### config.mk
export PLATFORM = sky130hd
export DESIGN_NAME = whack_game_core
export DESIGN_NICKNAME = d
export VERILOG_FILES = /design/src/rtl/whack_game_core.sv
export SDC_FILE = /design/constraint.sdc
export NUM_CORES = 1
export LEC_CHECK = 0
export BUFFER_PORTS_ARGS = -buffer_cell sky130_fd_sc_hd__buf_2
export CAP_MARGIN = 10
export CORE_MARGIN = 2
export CORE_UTILIZATION = 59
export CTS_CLUSTER_DIAMETER = 100
export DETAILED_ROUTE_END_ITERATION = 10
export PLACE_DENSITY = 0.82
export SKIP_LAST_GASP = 1
export SLEW_MARGIN = 5
export SYNTH_ARGS = -nofsm -noshare
export SYNTH_HDL_FRONTEND = slang
export SYNTH_SLANG_ARGS = --single-unit
### constraint.sdc
create_clock -name clk -period 2.5 [get_ports clk]
set_input_delay 0.125 -clock clk [delete_from_list [all_inputs] [get_ports clk]]
set_output_delay 0.125 -clock clk [all_outputs]
set_load 0.05 [all_outputs]
### src/rtl/whack_game_core.sv
// rtl/whack_game_core.sv - whack-a-mole game FSM: mole placement, guess scoring, lives, timeout
// Optional WHACK_SPEEDUP_EN shrinks the mole window on every hit.
module whack_game_core #(
    parameter int          N_HOLES        = 8,
    parameter int          POS_W          = 3,
    parameter int          TIMEOUT_CYCLES = 100000000,
    parameter int          MAX_LIVES      = 3,
    parameter int          SCORE_W        = 8,
    parameter logic [15:0] LFSR_SEED      = 16'hACE1
`ifdef WHACK_SPEEDUP_EN
    ,
    parameter int          TIMEOUT_STEP   = TIMEOUT_CYCLES / 16,
    parameter int          TIMEOUT_MIN    = TIMEOUT_CYCLES / 4
`endif
) (
    input  logic               clk,
    input  logic               rst,
    input  logic               start,
    input  logic               guess_valid,
    input  logic [POS_W-1:0]   guess_pos,
    output logic [POS_W-1:0]   mole_pos,
    output logic               mole_valid,
    output logic [SCORE_W-1:0] score,
    output logic [3:0]         lives,
    output logic               hit,
    output logic               miss,
    output logic               timeout,
    output logic               game_over
);

    localparam int                 TIMER_W    = $clog2(TIMEOUT_CYCLES + 1);
    localparam logic [POS_W:0]     HOLES      = (POS_W + 1)'(N_HOLES);
    localparam logic [3:0]         LIVES_INIT = 4'(MAX_LIVES);
    localparam logic [SCORE_W-1:0] SCORE_MAX  = '1;

    typedef enum logic [1:0] {S_IDLE, S_SPAWN, S_WAIT, S_GAMEOVER} state_t;

    state_t               state, state_next;
    logic [15:0]          lfsr;
    logic [TIMER_W-1:0]   timer;
    logic [TIMER_W-1:0]   timer_load;
    logic [POS_W:0]       cand_raw;
    logic [POS_W:0]       cand_next;
    logic                 guess_hit;
    logic                 last_life;
    logic                 game_start;

    assign guess_hit  = guess_valid && (guess_pos == mole_pos);
    assign last_life  = (lives == 4'd1);
    assign game_start = start && (state == S_IDLE || state == S_GAMEOVER);

    always_ff @(posedge clk) begin
        if (!rst) begin
            lfsr <= LFSR_SEED;
        end else begin
            lfsr <= {lfsr[14:0], lfsr[15] ^ lfsr[13] ^ lfsr[12] ^ lfsr[10]};
        end
    end

    // Fold the LFSR into range, then bump by one if it would repeat the last hole.
    always_comb begin
        cand_raw = {1'b0, lfsr[POS_W-1:0]};
        if (cand_raw >= HOLES) begin
            cand_raw = cand_raw - HOLES;
        end
        cand_next = cand_raw;
        if (cand_raw[POS_W-1:0] == mole_pos) begin
            cand_next = cand_raw + (POS_W + 1)'(1);
            if (cand_next >= HOLES) begin
                cand_next = '0;
            end
        end
    end

`ifdef WHACK_SPEEDUP_EN
    localparam logic [TIMER_W-1:0] WIN_INIT = TIMER_W'(TIMEOUT_CYCLES);
    localparam logic [TIMER_W-1:0] WIN_STEP = TIMER_W'(TIMEOUT_STEP);
    localparam logic [TIMER_W-1:0] WIN_MIN  = TIMER_W'(TIMEOUT_MIN);

    logic [TIMER_W-1:0] window;

    always_ff @(posedge clk) begin
        if (!rst || game_start) begin
            window <= WIN_INIT;
        end else if (state == S_WAIT && guess_hit) begin
            window <= (window >= WIN_MIN + WIN_STEP) ? window - WIN_STEP : WIN_MIN;
        end
    end

    assign timer_load = window - TIMER_W'(1);
`else
    assign timer_load = TIMER_W'(TIMEOUT_CYCLES - 1);
`endif

    always_ff @(posedge clk) begin
        if (!rst) begin
            state <= S_IDLE;
        end else begin
            state <= state_next;
        end
    end

    always_comb begin
        state_next = state;
        case (state)
            S_IDLE:     if (start) state_next = S_SPAWN;
            S_SPAWN:    state_next = S_WAIT;
            S_WAIT: begin
                if (guess_hit) begin
                    state_next = S_SPAWN;
                end else if (guess_valid) begin
                    state_next = last_life ? S_GAMEOVER : S_WAIT;
                end else if (timer == '0) begin
                    state_next = last_life ? S_GAMEOVER : S_SPAWN;
                end
            end
            S_GAMEOVER: if (start) state_next = S_SPAWN;
            default:    state_next = S_IDLE;
        endcase
    end

    always_comb begin
        mole_valid = (state == S_WAIT);
        game_over  = (state == S_GAMEOVER);
    end

    // A wrong guess leaves the timer untouched so the mole keeps its remaining window.
    always_ff @(posedge clk) begin
        if (!rst) begin
            score    <= '0;
            lives    <= LIVES_INIT;
            mole_pos <= '0;
            timer    <= '0;
            hit      <= 1'b0;
            miss     <= 1'b0;
            timeout  <= 1'b0;
        end else begin
            hit     <= 1'b0;
            miss    <= 1'b0;
            timeout <= 1'b0;
            case (state)
                S_IDLE, S_GAMEOVER: begin
                    if (start) begin
                        score <= '0;
                        lives <= LIVES_INIT;
                    end
                end
                S_SPAWN: begin
                    mole_pos <= cand_next[POS_W-1:0];
                    timer    <= timer_load;
                end
                S_WAIT: begin
                    if (guess_hit) begin
                        hit <= 1'b1;
                        if (score != SCORE_MAX) begin
                            score <= score + SCORE_W'(1);
                        end
                    end else if (guess_valid) begin
                        miss  <= 1'b1;
                        lives <= lives - 4'd1;
                    end else if (timer == '0) begin
                        miss    <= 1'b1;
                        timeout <= 1'b1;
                        lives   <= lives - 4'd1;
                    end else begin
                        timer <= timer - TIMER_W'(1);
                    end
                end
                default: ;
            endcase
        end
    end

endmodule

==> impl_metrics.py <==
metrics = {
    "setup_path": {
        "cp_top_family": "simple AND/OR/NAND/NOR gates",
        "cp_max_fo": 12,
        "cp_data_arrival_time_ns": 2.59,
        "cp_num_cells": 7,
        "max_stage_delay_ns": 0.58,
        "end_kind": "register",
        "worstPathCellList": "inv_1, ha_1, or4b_4, or4_1, o211ai_4, or4_1, a31oi_1",
        "worst-path-buf-inv": 1,
        "cp_common_cell": "or4_1",
        "path_class": "reg -> reg",
        "cp_slowest_cell": "or4_1",
        "startpoint_type": "register",
        "reg2reg_depth": 7,
        "required_ns": 2.70,
    },
    "cts": {
        "cts_max_path_buffers": 2,
        "cts_sinks": 63,
        "clk_pin_slew_ns": 0.08,
        "ctsHoldBuffers": 0,
        "root_buffer": "clkbuf_8",
        "cts_tree": "built",
        "h-tree-depth": 3,
        "numCtsBuffers": 9,
        "clkLatencyLatePin_ns": 0.35,
    },
    "cells_and_area": {
        "nNetsFinal": 392,
        "final_area_um2": 3530,
        "drive_gt1_share_pct": 20.47,
        "layout_commonest_cell": "dfxtp_1",
        "area_growth_pct": 16.09,
        "insertedDiodeCount": 0,
        "final_cell_mix": "dfxtp_1, buf_2, nor2_1",
        "utilization_pct": 70.00,
    },
    "drt": {
        "ant_nets": 0,
        "drtIter0Drc": 173,
        "firstDrtPassIters": 4,
        "vias_per_cell": 6.009,
        "vias": 2710,
        "wl_mm": 6.735,
        "drt-wirelength-per-cell_um": 14.93,
        "drc": 0,
    },
    "timing": {
        "fin_crit_sh_pct": 95.84,
        "rsz0062_at_grt": "false",
        "min_period_ns": 2.396,
        "fin_tns_setup_ns": 0,
        "slew_violations": 0,
        "max_freq_ghz": 0.4174,
        "worst_pin_slew_ns": 0.7909,
        "setup_viol": 0,
        "skew_ns": 0.007797,
        "slew-limit-headroom_pct": 47.21,
        "final_hold_viol_count": 0,
    },
    "synthesis": {
        "synthesis.nets": 353,
        "synth-seq-cells": 63,
        "postSynth.asyncResetShare_pct": 0,
        "synth_top_family_by_area": "simple AND/OR/NAND/NOR gates",
        "yosys.area_share.simple_pct": 24.65,
        "synth_ff_type": "dfxtp_1",
        "seq_area_frac_synth_pct": 41.48,
        "ys_warn_count": 0,
        "synth_fa_ha_area_share_pct": 3.704,
        "syn_inst": 337,
        "ys_types": 54,
        "synth_xor_area_share_pct": 4.897,
        "synth_compound_area_share_pct": 18.48,
        "syn_area_um2": 3040,
        "avgSynthCellArea_um2": 9.022,
        "synth.area.mux_share_pct": 2.428,
        "synth_edf_count": 0,
    },
    "die": {
        "num_io_pins": 27,
        "start_util_pct": 60.30,
        "die_area_um2": 5743,
        "die_h_um": 75.79,
        "dieWidth_um": 75.79,
        "core-area_um2": 5042,
        "rows": 26,
    },
    "status": {
        "status": "finished, final reports clean",
    },
    "global_routing": {
        "grt_use_total_pct": 24.50,
        "antenna_found_initial": 0,
        "grt_pass1_wl_mm": 10.73,
        "overflow": 0,
        "grt_start_max_net_pins": 25,
        "grt_pass1_vias": 2435,
    },
    "place": {
        "place.gp.congestion": 0.8712,
        "dpl_cell_area_um2": 3323,
        "port_buffers": 26,
        "post-dp-hpwl_mm": 4.395,
    },
    "pwr": {
        "total_power_uw": 4883,
        "worst_ir_drop_vdd_mv": 0.6914,
        "p_leak_uw": 0.001413,
        "power.density_nw_per_um2": 1383,
    },
    "hold_path": {
        "hold_class": "in -> reg",
        "whs_path_depth": 3,
    },
    "flow_run": {
        "maxCapViolCount": 0,
    },
}
-- logic make-up after synthesis --
family / Yosys count
buf+inv: 31
xor+xnor: 17
mux: 7
compound gates: 80
fa+ha+maj: 9
simple gates: 130
flops: 63
-- where the power goes --
| part | internal (µW) | switching [µW] | total, µW |
|---|---|---|---|
| Sequential | 1250 | 244 | 1500 |
| Clock | 369 | 434 | 803 |
| Combinational | 987 | 1600 | 2580 |
-- metal layers --
layer / vias to the layer above / part of all wire (%) / GRT usage, % / wire length [µm]
met5: - / 0 / 0 / 0
met4: 0 / 1.8 / 12.67 / 120
met3: 14 / 4.5 / 5.026 / 303
met2: 63 / 49 / 40.04 / 3301
met1: 1298 / 45 / 30.39 / 3010
li1: 1335 / - / - / -
-- stage by stage --
step	hold WS (ns)	std cells	worst slack (ns)
floorplan	0.2567	337	0.04485
global placement	0.3895	435	0.1319
detailed placement	0.3962	435	0.05173
CTS	0.1392	451	0.03112
global route	0.1869	451	0.003294
finish	0.1463	451	0.1040
-- worst paths after layout --
path	endpoint	from	slack (ns)
worst max-delay path	timer[23]	timer[0]	0.10
worst min-delay path	miss	guess_valid	0.15
worst max register to register	timer[23]	timer[0]	0.10
worst min register to register	lfsr[15]	lfsr[14]	0.41
-- worst register-to-register path, cell delays in order, from the launching register on --
cell and delay, ns:
dfxtp_1 0.32, inv_1 0.05, ha_1 0.18, or4b_4 0.52, or4_1 0.58, o211ai_4 0.35
or4_1 0.17, a31oi_1 0.07
-- repair_timing --
item                                    4_1_cts  5_1_grt
gates resized for setup                       0        4
endpoints found under the hold margin         0        0
setup buffers                                 0        0
endpoints found under the setup margin        0       18
-- registers in the layout, indices dropped and copies added, names as in the netlist --
name / count
timer: 27
lives: 4
state: 2
lfsr: 16
score: 8
timeout: 1
miss: 1
hit: 1
mole_pos: 3
-- Yosys cell counts, types with 3 or more instances --
library cell / n / area share (%)
dfxtp_1: 63 / 41
nor2_1: 24 / 3.0
a21oi_1: 15 / 2.5
a31oi_1: 15 / 3.1
inv_1: 13 / 1.6
or3_1: 13 / 2.7
clkbuf_1: 12 / 1.5
nand2_1: 12 / 1.5
nand2b_1: 12 / 2.5
nor4_1: 12 / 2.5
or4_1: 12 / 3.0
o31ai_1: 11 / 2.7
nor3_1: 10 / 1.6
xnor2_1: 10 / 2.9
ha_1: 9 / 3.7
nand3_1: 9 / 1.5
a211oi_1: 8 / 2.0
and2_1: 8 / 1.6
xor2_1: 7 / 2.0
o21ai_0: 6 / 0.99
o211ai_1: 5 / 1.2
mux2i_1: 4 / 1.3
a21o_1: 3 / 0.74
and3_1: 3 / 0.62
o21ai_1: 3 / 0.49
or2_2: 3 / 0.62
-- final cells by class --
class | count | area (µm²)
inverter | 14 | 52.55
timing repair buffer | 45 | 272.8
tap | 70 | 87.58
clock inverter | 7 | 55.05
sequential | 63 | 1261
multi-input combinational | 243 | 1677
fill | 375 | 1513
clock buffer | 9 | 123.9
No activity file was read; power rests on OpenSTA's default activity.
